## src/rtl/systolic_pe.sv

```systemverilog
// systolic_pe: weight-stationary MAC cell for the CNN systolic array.
//
// A double-buffered weight lets the next tile's weight shift down the column
// through the shadow register while the active weight keeps computing. The
// operands can be signed or unsigned, and the sum can saturate or wrap. A
// sticky flag records overflow, and a counter tracks the MACs done in the tile.
//
// Ports
//   clk, rst                 clock; synchronous active-high reset
//   mode_signed              1 = two's-complement operands, 0 = unsigned
//   sat_en                   1 = clamp on overflow, 0 = wrap
//   w_load, w_in, w_out      column weight shift chain (shadow register)
//   w_swap, w_swap_out       shadow -> active copy, and the wave passed right
//   a_valid_in, a_in         activation and valid from the left
//   a_valid_out, a_out       registered activation and valid, to the right
//   p_in, p_out              partial sum from above and to below
//   ovf_clr, ovf_flag        sticky overflow flag and its clear
//   mac_cnt                  valid MACs since the last swap or reset
module systolic_pe #(
  parameter int unsigned A_BITWIDTH   = 16,
  parameter int unsigned W_BITWIDTH   = 8,
  parameter int unsigned P_BITWIDTH   = 40,
  parameter int unsigned CNT_BITWIDTH = 16
) (
  input  logic                    clk,
  input  logic                    rst,
  input  logic                    mode_signed,
  input  logic                    sat_en,
  input  logic                    w_load,
  input  logic [W_BITWIDTH-1:0]   w_in,
  output logic [W_BITWIDTH-1:0]   w_out,
  input  logic                    w_swap,
  output logic                    w_swap_out,
  input  logic                    a_valid_in,
  input  logic [A_BITWIDTH-1:0]   a_in,
  output logic                    a_valid_out,
  output logic [A_BITWIDTH-1:0]   a_out,
  input  logic [P_BITWIDTH-1:0]   p_in,
  output logic [P_BITWIDTH-1:0]   p_out,
  input  logic                    ovf_clr,
  output logic                    ovf_flag,
  output logic [CNT_BITWIDTH-1:0] mac_cnt
);

  // The arithmetic uses one guard bit above the partial-sum width. This is
  // enough for the product and the sum, because P >= A + W + 1.
  localparam int unsigned XW = P_BITWIDTH + 1;

  logic [W_BITWIDTH-1:0]   r_shadow;
  logic [W_BITWIDTH-1:0]   r_active;
  logic [A_BITWIDTH-1:0]   r_a_out;
  logic                    r_a_valid;
  logic [P_BITWIDTH-1:0]   r_p_out;
  logic                    r_swap_out;
  logic                    r_ovf;
  logic [CNT_BITWIDTH-1:0] r_cnt;

  logic [XW-1:0]         w_w_ext;
  logic [XW-1:0]         w_a_ext;
  logic [XW-1:0]         w_p_ext;
  logic [XW-1:0]         w_prod;
  logic [XW-1:0]         w_sum;
  logic                  w_ovf;
  logic [P_BITWIDTH-1:0] w_p_next;

  always_comb begin
    if (mode_signed) begin
      w_w_ext = {{(XW - W_BITWIDTH){r_active[W_BITWIDTH-1]}}, r_active};
      w_a_ext = {{(XW - A_BITWIDTH){a_in[A_BITWIDTH-1]}}, a_in};
      w_p_ext = {{(XW - P_BITWIDTH){p_in[P_BITWIDTH-1]}}, p_in};
    end else begin
      w_w_ext = {{(XW - W_BITWIDTH){1'b0}}, r_active};
      w_a_ext = {{(XW - A_BITWIDTH){1'b0}}, a_in};
      w_p_ext = {{(XW - P_BITWIDTH){1'b0}}, p_in};
    end
    // The low XW bits of the product are correct for both signed and
    // unsigned operands.
    w_prod = w_w_ext * w_a_ext;
    w_sum  = w_p_ext + w_prod;

    // Signed: the guard bit disagrees with the P-bit sign bit.
    // Unsigned: a carry out of the P bits.
    if (mode_signed) w_ovf = w_sum[XW-1] ^ w_sum[XW-2];
    else             w_ovf = w_sum[XW-1];

    w_p_next = w_sum[P_BITWIDTH-1:0];
    if (w_ovf && sat_en) begin
      if (!mode_signed)     w_p_next = '1;
      else if (w_sum[XW-1]) w_p_next = {1'b1, {(P_BITWIDTH - 1){1'b0}}};
      else                  w_p_next = {1'b0, {(P_BITWIDTH - 1){1'b1}}};
    end
  end

  always_ff @(posedge clk) begin
    if (rst) begin
      r_shadow   <= '0;
      r_active   <= '0;
      r_a_out    <= '0;
      r_a_valid  <= 1'b0;
      r_p_out    <= '0;
      r_swap_out <= 1'b0;
      r_ovf      <= 1'b0;
      r_cnt      <= '0;
    end else begin
      if (w_load) r_shadow <= w_in;
      // The swap reads the shadow value from before this edge, so a load in
      // the same cycle does not reach the active weight.
      if (w_swap) r_active <= r_shadow;
      r_swap_out <= w_swap;

      r_a_valid <= a_valid_in;
      r_a_out   <= a_valid_in ? a_in : '0;
      r_p_out   <= a_valid_in ? w_p_next : '0;

      // The clear has priority over a new overflow.
      if (ovf_clr)                  r_ovf <= 1'b0;
      else if (a_valid_in && w_ovf) r_ovf <= 1'b1;

      // The swap clear has priority over a valid MAC. The count stops at all-ones.
      if (w_swap)                         r_cnt <= '0;
      else if (a_valid_in && ~&r_cnt)     r_cnt <= r_cnt + 1'b1;
    end
  end

  assign w_out       = r_shadow;
  assign w_swap_out  = r_swap_out;
  assign a_out       = r_a_out;
  assign a_valid_out = r_a_valid;
  assign p_out       = r_p_out;
  assign ovf_flag    = r_ovf;
  assign mac_cnt     = r_cnt;

endmodule
```

## config.mk

```make
export PLATFORM = sky130hd
export DESIGN_NAME = systolic_pe
export DESIGN_NICKNAME = d
export VERILOG_FILES = /design/src/rtl/systolic_pe.sv
export SDC_FILE = /design/constraint.sdc
export NUM_CORES = 1
export LEC_CHECK = 0
export CORE_AREA = 2 2 198 200
export CTS_CLUSTER_DIAMETER = 40
export DETAILED_ROUTE_END_ITERATION = 8
export DIE_AREA = 0 0 200 202
export GPL_TIMING_DRIVEN = 0
export PLACE_DENSITY = 0.7
export SYNTH_ARGS = -nofsm -noshare
export SYNTH_HDL_FRONTEND = slang
export SYNTH_SLANG_ARGS = --single-unit
```

## constraint.sdc

```tcl
create_clock -name clk -period 11.85 [get_ports clk]
set_clock_uncertainty 0.05 [all_clocks]
set_input_delay 1.185 -clock clk [delete_from_list [all_inputs] [get_ports clk]]
set_output_delay 1.185 -clock clk [all_outputs]
set_load 0.05 [all_outputs]
```

Yosys cells after proc, flatten, opt, wreduce, memory -nomap -nowiden
Index checks and enable logic that the tools add are counted.
- register bits: 91
- bits in latches: 0
- bits in writable memories: 0
- ROM bits: 0
- output and inout port bits: 83
- logic and storage cells: 28
- memories: 0
- add/sub/neg operators: 2
- $mul: 1
- div/mod/pow operators: 0
- magnitude comparators: 0
- equal/unequal tests: 0
- shifts and indexed selects: 0
- multiplexer cells: 7
- bitwise operators: 2
- reductions and logical operators: 8
- operator list (cell ; number):
    two-way mux 41 bit ; 3
    two-way mux 40 bit ; 3
    adder 41 bit ; 1
    multiplier 41 x 41 -> 41 bit ; 1
    adder 16 x 1 -> 16 bit, second input constant ; 1
    AND reduction 16 bit ; 1
    OR reduction 2 bit ; 3
    logical AND 1 bit ; 3
    zero test 1 bit ; 1
    two-way mux 1 bit ; 1
    inverter 1 bit ; 1
    XOR 1 bit ; 1

Depth between registers and ports, before layout
Gate-level depths: netlist of the first run.
- word-level depth: 7
- gate-level depth with buffers: 35
- mapped depth without buffers: 30

Worst setup path after synthesis of the first run
Ideal clock, no wire load.
- path kind: input port to flip-flop
- from: input mode_signed
- to: register r_p_out[20], in the netlist p_out[20]
- setup time: 0.084 ns
- data arrival time: 9.839 ns
- data required time: 11.716 ns
- slack: 1.877 ns
- cell stages on the path: 31
- path through: buf_6 > and2_0 > clkbuf_1 > nand2_1 > inv_1 > fa_1 > fa_1 > fa_1 > xnor2_1 > ha_1 > a21oi_1 > fa_1 > inv_1 > fa_1 > fa_1 > inv_1 > fa_1 > inv_1 > ha_1 > buf_2 > nand2_1 > nor3_1 > nand2_1 > a2111oi_1 > o311ai_1 > and3_4 > or2_1 > o31a_1 > buf_6 > buf_8 > o31ai_2
- word-level cells in the longest chain between the ends: 7
- elaborated cells between the ends (all ways): 11
- classes of those cells: 1 x add/sub; 1 x mul; 7 x mux; 1 x bitwise; 1 x reduce/logical
- RTL lines (what ; line ; source):
    from (decl) ; 27 ; input logic mode_signed,
    two-way mux 41 bit ; 67 ; if (mode_signed) begin
    multiplier 41 x 41 -> 41 bit ; 78 ; w_prod = w_w_ext * w_a_ext;
    adder 41 bit ; 79 ; w_sum = w_p_ext + w_prod;
    XOR 1 bit ; 83 ; if (mode_signed) w_ovf = w_sum[XW-1] ^ w_sum[XW-2];
    two-way mux 1 bit ; 83 ;
    logical AND 1 bit ; 87 ; if (w_ovf && sat_en) begin
    two-way mux 40 bit * ; 87 ;
    to (signal assigned) ; 113 ; r_p_out <= a_valid_in ? w_p_next : '0;
    to (decl) ; 53 ; logic [P_BITWIDTH-1:0] r_p_out;
Mark *: on every way between the ends. The rest lies on a longest branch, timed or not.
A chain may end at the register's enable or synchronous reset.

Worst setup path after layout of the first run
- from: input mode_signed
- to: register r_p_out[4], in the netlist p_out[4]
Same word-level chain as after synthesis.

==> flow_metrics.py, run 1 <==
metrics = {
    "flow_run": {
        "drv_cap": 0,
    },
    "final_layout": {
        "final_common_cell": "inv_1",
        "fillers": 3394,
        "fin_nets": 2810,
        "area_growth_pct": 13.1,
        "stdcell_area_um2": 21400,
        "drive_gt1_frac": 0.0281,
        "final_cell_mix": "inv_1 (549), fa_1 (404), ha_1 (202), clkdlybuf4s50_1 (144), and2_1 (114)",
    },
    "drt": {
        "first_pass_iters": 5,
        "wl_per_cell_um": 18.4,
        "wl_met1_mm": 19.8,
        "num_vias": 13500,
        "drc": 0,
        "wl_met3_mm": 2.60,
        "dr_wl_met2_mm": 24.6,
        "drtIter0Drc": 755,
        "top_layer_used": "met4",
        "routed_wl_mm": 48.8,
        "detail-route-antenna-nets": 0,
        "viasPerCell": 5.09,
    },
    "clock_tree": {
        "clock_sinks": 91,
        "clk_pin_slew_ns": 0.07,
        "root_buffer": "clkbuf_16",
        "numCtsBuffers": 9,
        "h-tree-depth": 3,
        "hold_buffers": 0,
        "cts_buffer_depth": 2,
        "clock_latency_ns": 0.37,
        "cts_tree": "yes",
    },
    "worst_setup_path": {
        "slowest_stage": "clkbuf_1",
        "crit_path_frequent_cell": "fa_1",
        "arrival_ns": 11.59,
        "cpPeakStageDelay_ns": 0.60,
        "crit_fanout": 10,
        "required_ns": 12.04,
        "startpoint_type": "input port",
        "critical_path_class": "input port to flip-flop",
        "r2r_slack_ns": 0.90,
        "end_kind": "flip-flop",
    },
    "logic_synthesis": {
        "yosysTopAreaCellShare": 0.427,
        "netlist-cell-type-count": 61,
        "avgSynthCellArea_um2": 9.60,
        "synth_seq_area_share": 0.0961,
        "synth_top_flop_cell": "dfxtp_1",
        "synth_nets": 2653,
        "synthTopCellsByArea": "fa_1 (43%), ha_1 (13%), inv_1 (11%)",
        "syn-cell-area_um2": 19000,
        "ys_ff_latch": 91,
        "ys_warn_count": 0,
        "ys_async_sr_fraction": 0,
        "netlist_instances": 1975,
        "synth_top_cell_by_area": "fa_1",
        "synth_edf_count": 0,
    },
    "global_routing": {
        "grt_overflow_total": 0,
        "first_global_vias": 15200,
        "antenna_found_initial": 2,
        "grt_max_degree": 28,
        "groute.usage.overall": 0.263,
        "grt_pass1_wl_mm": 80.1,
    },
    "floorplanning": {
        "num_io_pins": 155,
        "start_util": 0.495,
        "die-area_um2": 40400,
        "die_y_um": 202,
        "core_um2": 38300,
        "die-width_um": 200,
        "rows": 72,
    },
    "place": {
        "gp_congestion": 0.954,
        "io_buffers": 144,
        "hpwl_mm": 42.2,
        "dpl_cell_area_um2": 21100,
        "preCtsSetupSlack_ns": -0.124,
    },
    "sta": {
        "fin_ws_ns": 0.448,
        "slew_headroom": 0.318,
        "tightest_slew_ns": 1.01,
        "grt_setup_unrepaired": "false",
        "setup_violations": 0,
        "post-route-period-util": 0.962,
        "fmax_mhz": 87.7,
        "final_max_slew_viol_count": 0,
        "hold_slack_ns": 0.458,
        "min_period_ns": 11.40,
        "hold_viol": 0,
        "tns_ns": 0,
    },
    "power": {
        "seq_power_share": 0.180,
        "p_int_uw": 1100,
        "pwr-share-comb": 0.677,
        "swShare": 0.497,
        "leakagePower_uw": 0.0113,
        "power_frac_clock": 0.142,
        "p_total_uw": 2190,
        "ir_worst_vdd_mv": 0.0773,
        "switching_power_uw": 1090,
        "power.density_nw_per_um2": 102,
    },
    "status": {
        "status": "complete, no violations",
    },
    "hold_path": {
        "hold_path_class": "flip-flop to flip-flop",
    },
}
## per-layer routing
| metal | vias up | GRT usage |
|---|---|---|
| li1 | 6209 | - |
| met1 | 6819 | 0.333 |
| met2 | 395 | 0.457 |
| met3 | 89 | 0.0335 |
| met4 | 0 | 0.0966 |
| met5 | - | 0 |
## cell usage after synthesis, types with 23 or more instances
cell / instances
and3_1: 23
dfxtp_1: 91
o21ai_0: 49
nand2_1: 78
nor2_1: 65
xnor2_1: 61
and2_1: 114
a21oi_1: 62
fa_1: 404
clkbuf_1: 50
inv_1: 553
xor2_1: 44
ha_1: 202
## power groups by stage
stage / logic (uW) / clock network [uW] / registers (uW)
final: 1480 / 312 / 394
after global routing: 1660 / 326 / 400
after CTS: 1490 / 318 / 395
after detailed placement: 1480 / 0 / 402
after global placement: 1460 / 0 / 401
after floorplan: 821 / 0 / 614
## cell type report
| class | instances | area (um2) | area share |
|---|---|---|---|
| flip-flops and latches | 91 | 1820 | 0.0850 |
| clock buffers | 10 | 239 | 0.0112 |
| multi-input cells | 1269 | 14800 | 0.690 |
| well taps | 518 | 648 | 0.0302 |
| clock inverters | 6 | 80.1 | 0.00374 |
| plain buffers | 61 | 283 | 0.0132 |
| repair buffers | 146 | 1480 | 0.0691 |
| inverters | 554 | 2080 | 0.0972 |
| diodes | 1 | 2.50 | 0.000117 |
## worst paths after layout
path                                  start  cells after the start    endpoint
worst max-delay path            mode_signed                     32    p_out[4]
worst min register to register   mac_cnt[9]                      2  mac_cnt[9]
worst max register to register  r_active[7]                     32    p_out[4]
worst min-delay path             mac_cnt[9]                      2  mac_cnt[9]
## what timing repair did
item,4_1_cts,5_1_grt
gates resized for setup,0,6
setup buffers,0,0
endpoints found under the setup margin,0,39
## metrics by stage
step,instances,utilization
finish,2656,0.560
global route,2656,0.560
CTS,2655,0.559
detailed placement,2639,0.551
global placement,2637,0.550
floorplan,1975,-
## worst max-delay path: cells and delay by family
kind	cells	cell delay, ns
buf+inv	11	2.74
compound gates	6	1.73
simple gates	4	1.15
xor+xnor	2	0.75
fa+ha+maj	9	3.99
## flip-flops by register name, indices dropped and copies added, names as in the netlist
register,cells
w_swap_out,1
a_out,16
w_out,8
p_out,40
a_valid_out,1
mac_cnt,16
r_active,8
ovf_flag,1
## logic make-up after synthesis
kind of cell	Yosys count	share of synthesized area
adder cells (fa/ha/maj)	608	0.561
AO/OA/AOI/OAI	194	0.0656
buffers and inverters	615	0.124
XOR/XNOR	108	0.0518
AND/OR/NAND/NOR	342	0.0922
flip-flops	91	0.0961
multiplexers	17	0.00898
Power figures use the tool's default switching activity.
==> run 2: changes to the inputs <==
==> constraint.sdc (replaced) <==
create_clock -name clk -period 11.58 [get_ports clk]
set_clock_uncertainty 0.05 [all_clocks]
set_input_delay 1.158 -clock clk [delete_from_list [all_inputs] [get_ports clk]]
set_output_delay 1.158 -clock clk [all_outputs]
set_load 0.05 [all_outputs]
==> flow_metrics.py, run 2 (synthesis results as in run 1) <==
metrics = {
    "status": {
        "status": "complete, no violations",
    },
    "clock_tree": {
        "cts_setup_buffers": 0,
        "numCtsBuffers": 9,
        "hold_buffers": 0,
        "cts_buffer_depth": 2,
        "clock_sinks": 91,
        "root_buffer": "clkbuf_16",
        "cts_tree": "yes",
        "h-tree-depth": 3,
        "clk_pin_slew_ns": 0.07,
        "clock_latency_ns": 0.37,
        "postCtsResizedCells": 0,
    },
    "sta": {
        "final_max_slew_viol_count": 0,
        "post-route-period-util": 0.936,
        "setup_violations": 0,
        "min_period_ns": 10.84,
        "grt_setup_unrepaired": "false",
        "fin_ws_ns": 0.740,
        "slew_headroom": 0.330,
        "tightest_slew_ns": 0.992,
        "hold_viol": 0,
        "fmax_mhz": 92.2,
    },
    "power": {
        "power_frac_clock": 0.143,
        "pwr-share-comb": 0.677,
        "leakagePower_uw": 0.0113,
        "seq_power_share": 0.180,
        "switching_power_uw": 1110,
        "ir_worst_vdd_mv": 0.0790,
        "swShare": 0.498,
        "p_int_uw": 1130,
        "power.density_nw_per_um2": 105,
    },
    "worst_setup_path": {
        "crit_fanout": 17,
        "slowest_stage": "fa_1",
        "critical_path_class": "input port to flip-flop",
        "crit_path_frequent_cell": "fa_1",
        "startpoint_type": "input port",
        "required_ns": 11.77,
        "r2r_cells": 29,
        "cpPeakStageDelay_ns": 0.69,
        "arrival_ns": 11.03,
        "end_kind": "flip-flop",
    },
    "final_layout": {
        "final_cell_mix": "inv_1 (549), fa_1 (404), ha_1 (202), clkdlybuf4s50_1 (144), and2_1 (114)",
        "multi_input_area_um2": 14800,
        "fillers": 3394,
        "final_common_cell": "inv_1",
        "finalNonFillerCells": 2656,
        "area_growth_pct": 13.0,
        "fin_nets": 2810,
        "drive_gt1_frac": 0.0290,
        "largest_register_ffs": 40,
        "regArea_um2": 1820,
    },
    "global_routing": {
        "first_global_vias": 15200,
        "groute.usage.overall": 0.263,
        "antenna_found_initial": 2,
        "grt_pass1_wl_mm": 80.1,
        "grt_max_degree": 28,
        "grt_overflow_total": 0,
    },
    "flow_run": {
        "drv_cap": 0,
    },
    "drt": {
        "first_pass_iters": 5,
        "viasPerCell": 5.08,
        "drc": 0,
        "routed_wl_mm": 48.8,
        "detail-route-antenna-nets": 0,
        "num_vias": 13500,
        "wl_per_cell_um": 18.4,
        "drtIter0Drc": 739,
    },
    "floorplanning": {
        "start_util": 0.495,
        "rows": 72,
        "core_um2": 38300,
        "num_io_pins": 155,
        "die-area_um2": 40400,
        "die-width_um": 200,
        "die_y_um": 202,
    },
    "place": {
        "hpwl_mm": 42.2,
        "place_inst": 2639,
        "preCtsSetupSlack_ns": -0.367,
        "gp_congestion": 0.954,
        "io_buffers": 144,
    },
    "hold_path": {
        "min_path_cells": 2,
        "hold_path_class": "flip-flop to flip-flop",
    },
}
[run 2: cell count changes in the layout (fill, tap and decap cells not counted)]
cell             delta
clkdlybuf4s15_1     -1
clkbuf_2            +2
clkbuf_1            -1
[run 2: power groups by stage]
stage	registers (uW)	logic, uW	clock network, uW
finish	403	1520	319
global route	409	1690	334
CTS	404	1520	326
detailed placement	411	1510	0
global placement	410	1490	0
floorplan	628	840	0
[run 2: area by class of cell]
class,instances,area share
multi-input cells,1269,0.690
inverters,554,0.0972
flip-flops and latches,91,0.0850
repair buffers,146,0.0691
well taps,518,0.0303
plain buffers,61,0.0130
clock buffers,10,0.0112
clock inverters,6,0.00374
diodes,1,0.000117
[run 2: final timing paths]
| kind | from | end | slack [ns] |
|---|---|---|---|
| worst max-delay path | mode_signed | p_out[4] | 0.74 |
| worst min-delay path | mac_cnt[9] | mac_cnt[9] | 0.46 |
| worst max register to register | r_active[7] | p_out[4] | 0.97 |
| worst min register to register | mac_cnt[9] | mac_cnt[9] | 0.46 |
[run 2: worst max-delay path: cells and delay by family]
kind | cells | cell delay (ns)
compound gates | 8 | 2.35
xor+xnor | 2 | 0.36
simple gates | 4 | 1.14
fa+ha+maj | 8 | 3.64
buf+inv | 10 | 2.33
[run 2: per-layer routing]
metal / GRT usage / vias to the layer above / share of wire
met5: 0 / - / 0
met4: 0.0966 / 0 / 0.038
met3: 0.0335 / 93 / 0.056
met2: 0.457 / 419 / 0.50
met1: 0.333 / 6772 / 0.40
li1: - / 6208 / -
[run 2: through the flow]
| stage | setup TNS, ns | utilization | power, uW | area (um2) | hold WS [ns] |
|---|---|---|---|---|---|
| 6_report | 0 | 0.560 | 2240 | 21400 | 0.459 |
| 5_1_grt | 0 | 0.560 | 2440 | 21400 | 0.487 |
| 4_1_cts | 0 | 0.559 | 2250 | 21400 | 0.458 |
| 3_5_place_dp | -7.49 | 0.551 | 1920 | 21100 | 0.446 |
| 3_3_place_gp | -25.09 | 0.550 | 1900 | 21000 | 0.422 |
| 2_1_floorplan | 0 | - | 1470 | 19000 | 0.617 |
==> run 3: changes to the inputs <==
==> config.mk (replaced) <==
export PLATFORM = sky130hd
export DESIGN_NAME = systolic_pe
export DESIGN_NICKNAME = d
export VERILOG_FILES = /design/src/rtl/systolic_pe.sv
export SDC_FILE = /design/constraint.sdc
export NUM_CORES = 1
export LEC_CHECK = 0
export ABC_AREA = 1
export CORE_AREA = 2 2 202 204
export CTS_CLUSTER_DIAMETER = 40
export DETAILED_ROUTE_END_ITERATION = 8
export DIE_AREA = 0 0 204 206
export GPL_TIMING_DRIVEN = 0
export PLACE_DENSITY = 0.69
export SYNTH_ARGS = -nofsm -noshare
export SYNTH_HDL_FRONTEND = slang
export SYNTH_SLANG_ARGS = --single-unit
==> flow_metrics.py, run 3 <==
metrics = {
    "status": {
        "status": "complete, no violations",
    },
    "final_layout": {
        "final_common_cell": "inv_1",
        "final_cell_mix": "inv_1 (739), fa_1 (404), nand2_1 (337), ha_1 (202), clkdlybuf4s50_1 (137)",
        "multi_input_area_um2": 14800,
        "area_growth_pct": 12.5,
        "drive_gt1_frac": 0.0364,
        "largest_register_ffs": 40,
        "fillers": 3695,
        "antenna_cells": 0,
        "regArea_um2": 1820,
        "stdcell_area_um2": 22100,
        "final_util": 0.550,
        "fin_nets": 3148,
    },
    "clock_tree": {
        "cts_tree": "yes",
        "root_buffer": "clkbuf_16",
        "cts_setup_buffers": 0,
        "clk_pin_slew_ns": 0.07,
        "clock_latency_ns": 0.37,
        "cts_buffer_depth": 2,
        "numCtsBuffers": 9,
        "hold_buffers": 0,
        "postCtsResizedCells": 0,
        "clock_sinks": 91,
        "h-tree-depth": 3,
    },
    "worst_setup_path": {
        "required_ns": 11.79,
        "end_kind": "flip-flop",
        "cp_top_family": "adder cells",
        "r2r_slack_ns": 1.50,
        "crit_fanout": 10,
        "cpPeakStageDelay_ns": 0.75,
        "critical_path_class": "input port to flip-flop",
        "startpoint_type": "input port",
        "cp.depth": 36,
        "r2r_cells": 36,
        "arrival_ns": 10.76,
        "timing.rr.start": "r_active[7]",
        "crit_buf_inv": 11,
        "worstSetupStartpoint": "mode_signed",
        "slowest_stage": "buf_1",
    },
    "floorplanning": {
        "start_util": 0.489,
        "die-width_um": 204,
        "num_io_pins": 155,
        "die_y_um": 206,
        "rows": 74,
        "core_um2": 40200,
        "die-area_um2": 42000,
    },
    "flow_run": {
        "drv_cap": 0,
    },
    "place": {
        "io_buffers": 137,
        "gp_congestion": 0.958,
        "dpl_cell_area_um2": 21800,
        "hpwl_mm": 45.9,
    },
    "drt": {
        "routed_wl_mm": 52.4,
        "num_vias": 15000,
        "drc": 0,
        "wl_per_cell_um": 17.4,
        "first_pass_iters": 5,
        "detail-route-antenna-nets": 0,
        "viasPerCell": 4.98,
        "drtIter0Drc": 745,
    },
    "hold_path": {
        "hold_path_class": "flip-flop to flip-flop",
        "min_path_cells": 2,
        "min_from": "mac_cnt[13]",
    },
    "power": {
        "ir_worst_vdd_mv": 0.0960,
        "p_total_uw": 2860,
        "power.density_nw_per_um2": 129,
        "leakagePower_uw": 0.0126,
    },
    "sta": {
        "slew_headroom": 0.299,
        "grt_setup_unrepaired": "false",
        "final_max_slew_viol_count": 0,
        "fmax_mhz": 94.8,
        "min_period_ns": 10.54,
        "tightest_slew_ns": 1.05,
        "hold_viol": 0,
        "setup_violations": 0,
        "post-route-period-util": 0.911,
    },
    "logic_synthesis": {
        "synth_nets": 2996,
        "avgSynthCellArea_um2": 8.48,
        "syn-cell-area_um2": 19600,
        "synth_top_flop_cell": "dfxtp_1",
        "synth_edf_count": 0,
        "ys_warn_count": 0,
        "synth_top_cell_by_area": "fa_1",
        "synth_seq_area_share": 0.0927,
        "ys_async_sr_fraction": 0,
        "netlist-cell-type-count": 47,
        "synthTopCellsByCount": "inv_1 (741), fa_1 (404), nand2_1 (337), ha_1 (202), a21oi_1 (113)",
        "yosysTopAreaCellShare": 0.412,
        "ys_ff_latch": 91,
        "yosysMostFrequentCell": "inv_1",
        "netlist_instances": 2318,
        "synthTopCellsByArea": "fa_1 (41%), inv_1 (14%), ha_1 (13%)",
    },
    "global_routing": {
        "grt_max_degree": 25,
        "antenna_found_initial": 0,
        "groute.usage.overall": 0.268,
        "first_global_vias": 16200,
        "grt_pass1_wl_mm": 84.9,
        "grt_overflow_total": 0,
    },
}
## run 3: worst reg2reg max path: cells and delay by family, from the launching register on
kind / cells / cell delay (ns)
buf+inv: 11 / 2.69
compound gates: 3 / 0.74
flops: 1 / 0.30
fa+ha+maj: 9 / 3.91
simple gates: 10 / 1.39
xor+xnor: 3 / 0.92
## run 3: cells by family (layout without fill, tap and decap cells)
kind of cell / after synthesis / count (layout) / share of synthesized area
xor gates and xnor gates: 80 / 80 / 0.0357
AOI/OAI and AO/OA: 220 / 220 / 0.0645
and+or+nand+nor: 510 / 510 / 0.109
DFF: 91 / 91 / 0.0927
buffers and inverters: 811 / 967 / 0.158
adders and majority gates: 606 / 606 / 0.540
## run 3: final timing paths
kind | to
max | p_out[9]
min | mac_cnt[13]
max reg2reg | p_out[9]
min reg2reg | mac_cnt[13]
## run 3: report_power, final
| part | total, uW | leakage, uW | internal, uW | switching (uW) |
|---|---|---|---|---|
| Clock | 317 | 0.000153 | 180 | 137 |
| Combinational | 2160 | 0.0117 | 771 | 1390 |
| Sequential | 383 | 0.000746 | 368 | 15.2 |
## run 3: area by class of cell
type / count / area share
clock buffer: 11 / 0.0114
timing repair buffer: 141 / 0.0660
clock inverter: 4 / 0.00255
multi-input combinational: 1416 / 0.667
inverter: 753 / 0.128
buffer: 58 / 0.0122
tap: 532 / 0.0301
sequential: 91 / 0.0824
## run 3: per-stage QoR
step                      instances  TNS (ns)  worst slack (ns)  hold WS [ns]
final                          3006         0              1.04         0.434
after floorplan                2318         0              1.12         0.534
after global routing           3006         0             0.576         0.464
after global placement         2987    -74.68             -1.92         0.408
after detailed placement       2991         0             0.803         0.412
after CTS                      3006         0              1.15         0.437
## run 3: layer usage
metal | up-vias | global-route usage | part of all wire
li1 | 6980 | - | -
met1 | 7392 | 0.318 | 0.39
met2 | 457 | 0.470 | 0.49
met3 | 126 | 0.0481 | 0.062
met4 | 0 | 0.130 | 0.053
met5 | - | 0 | 0
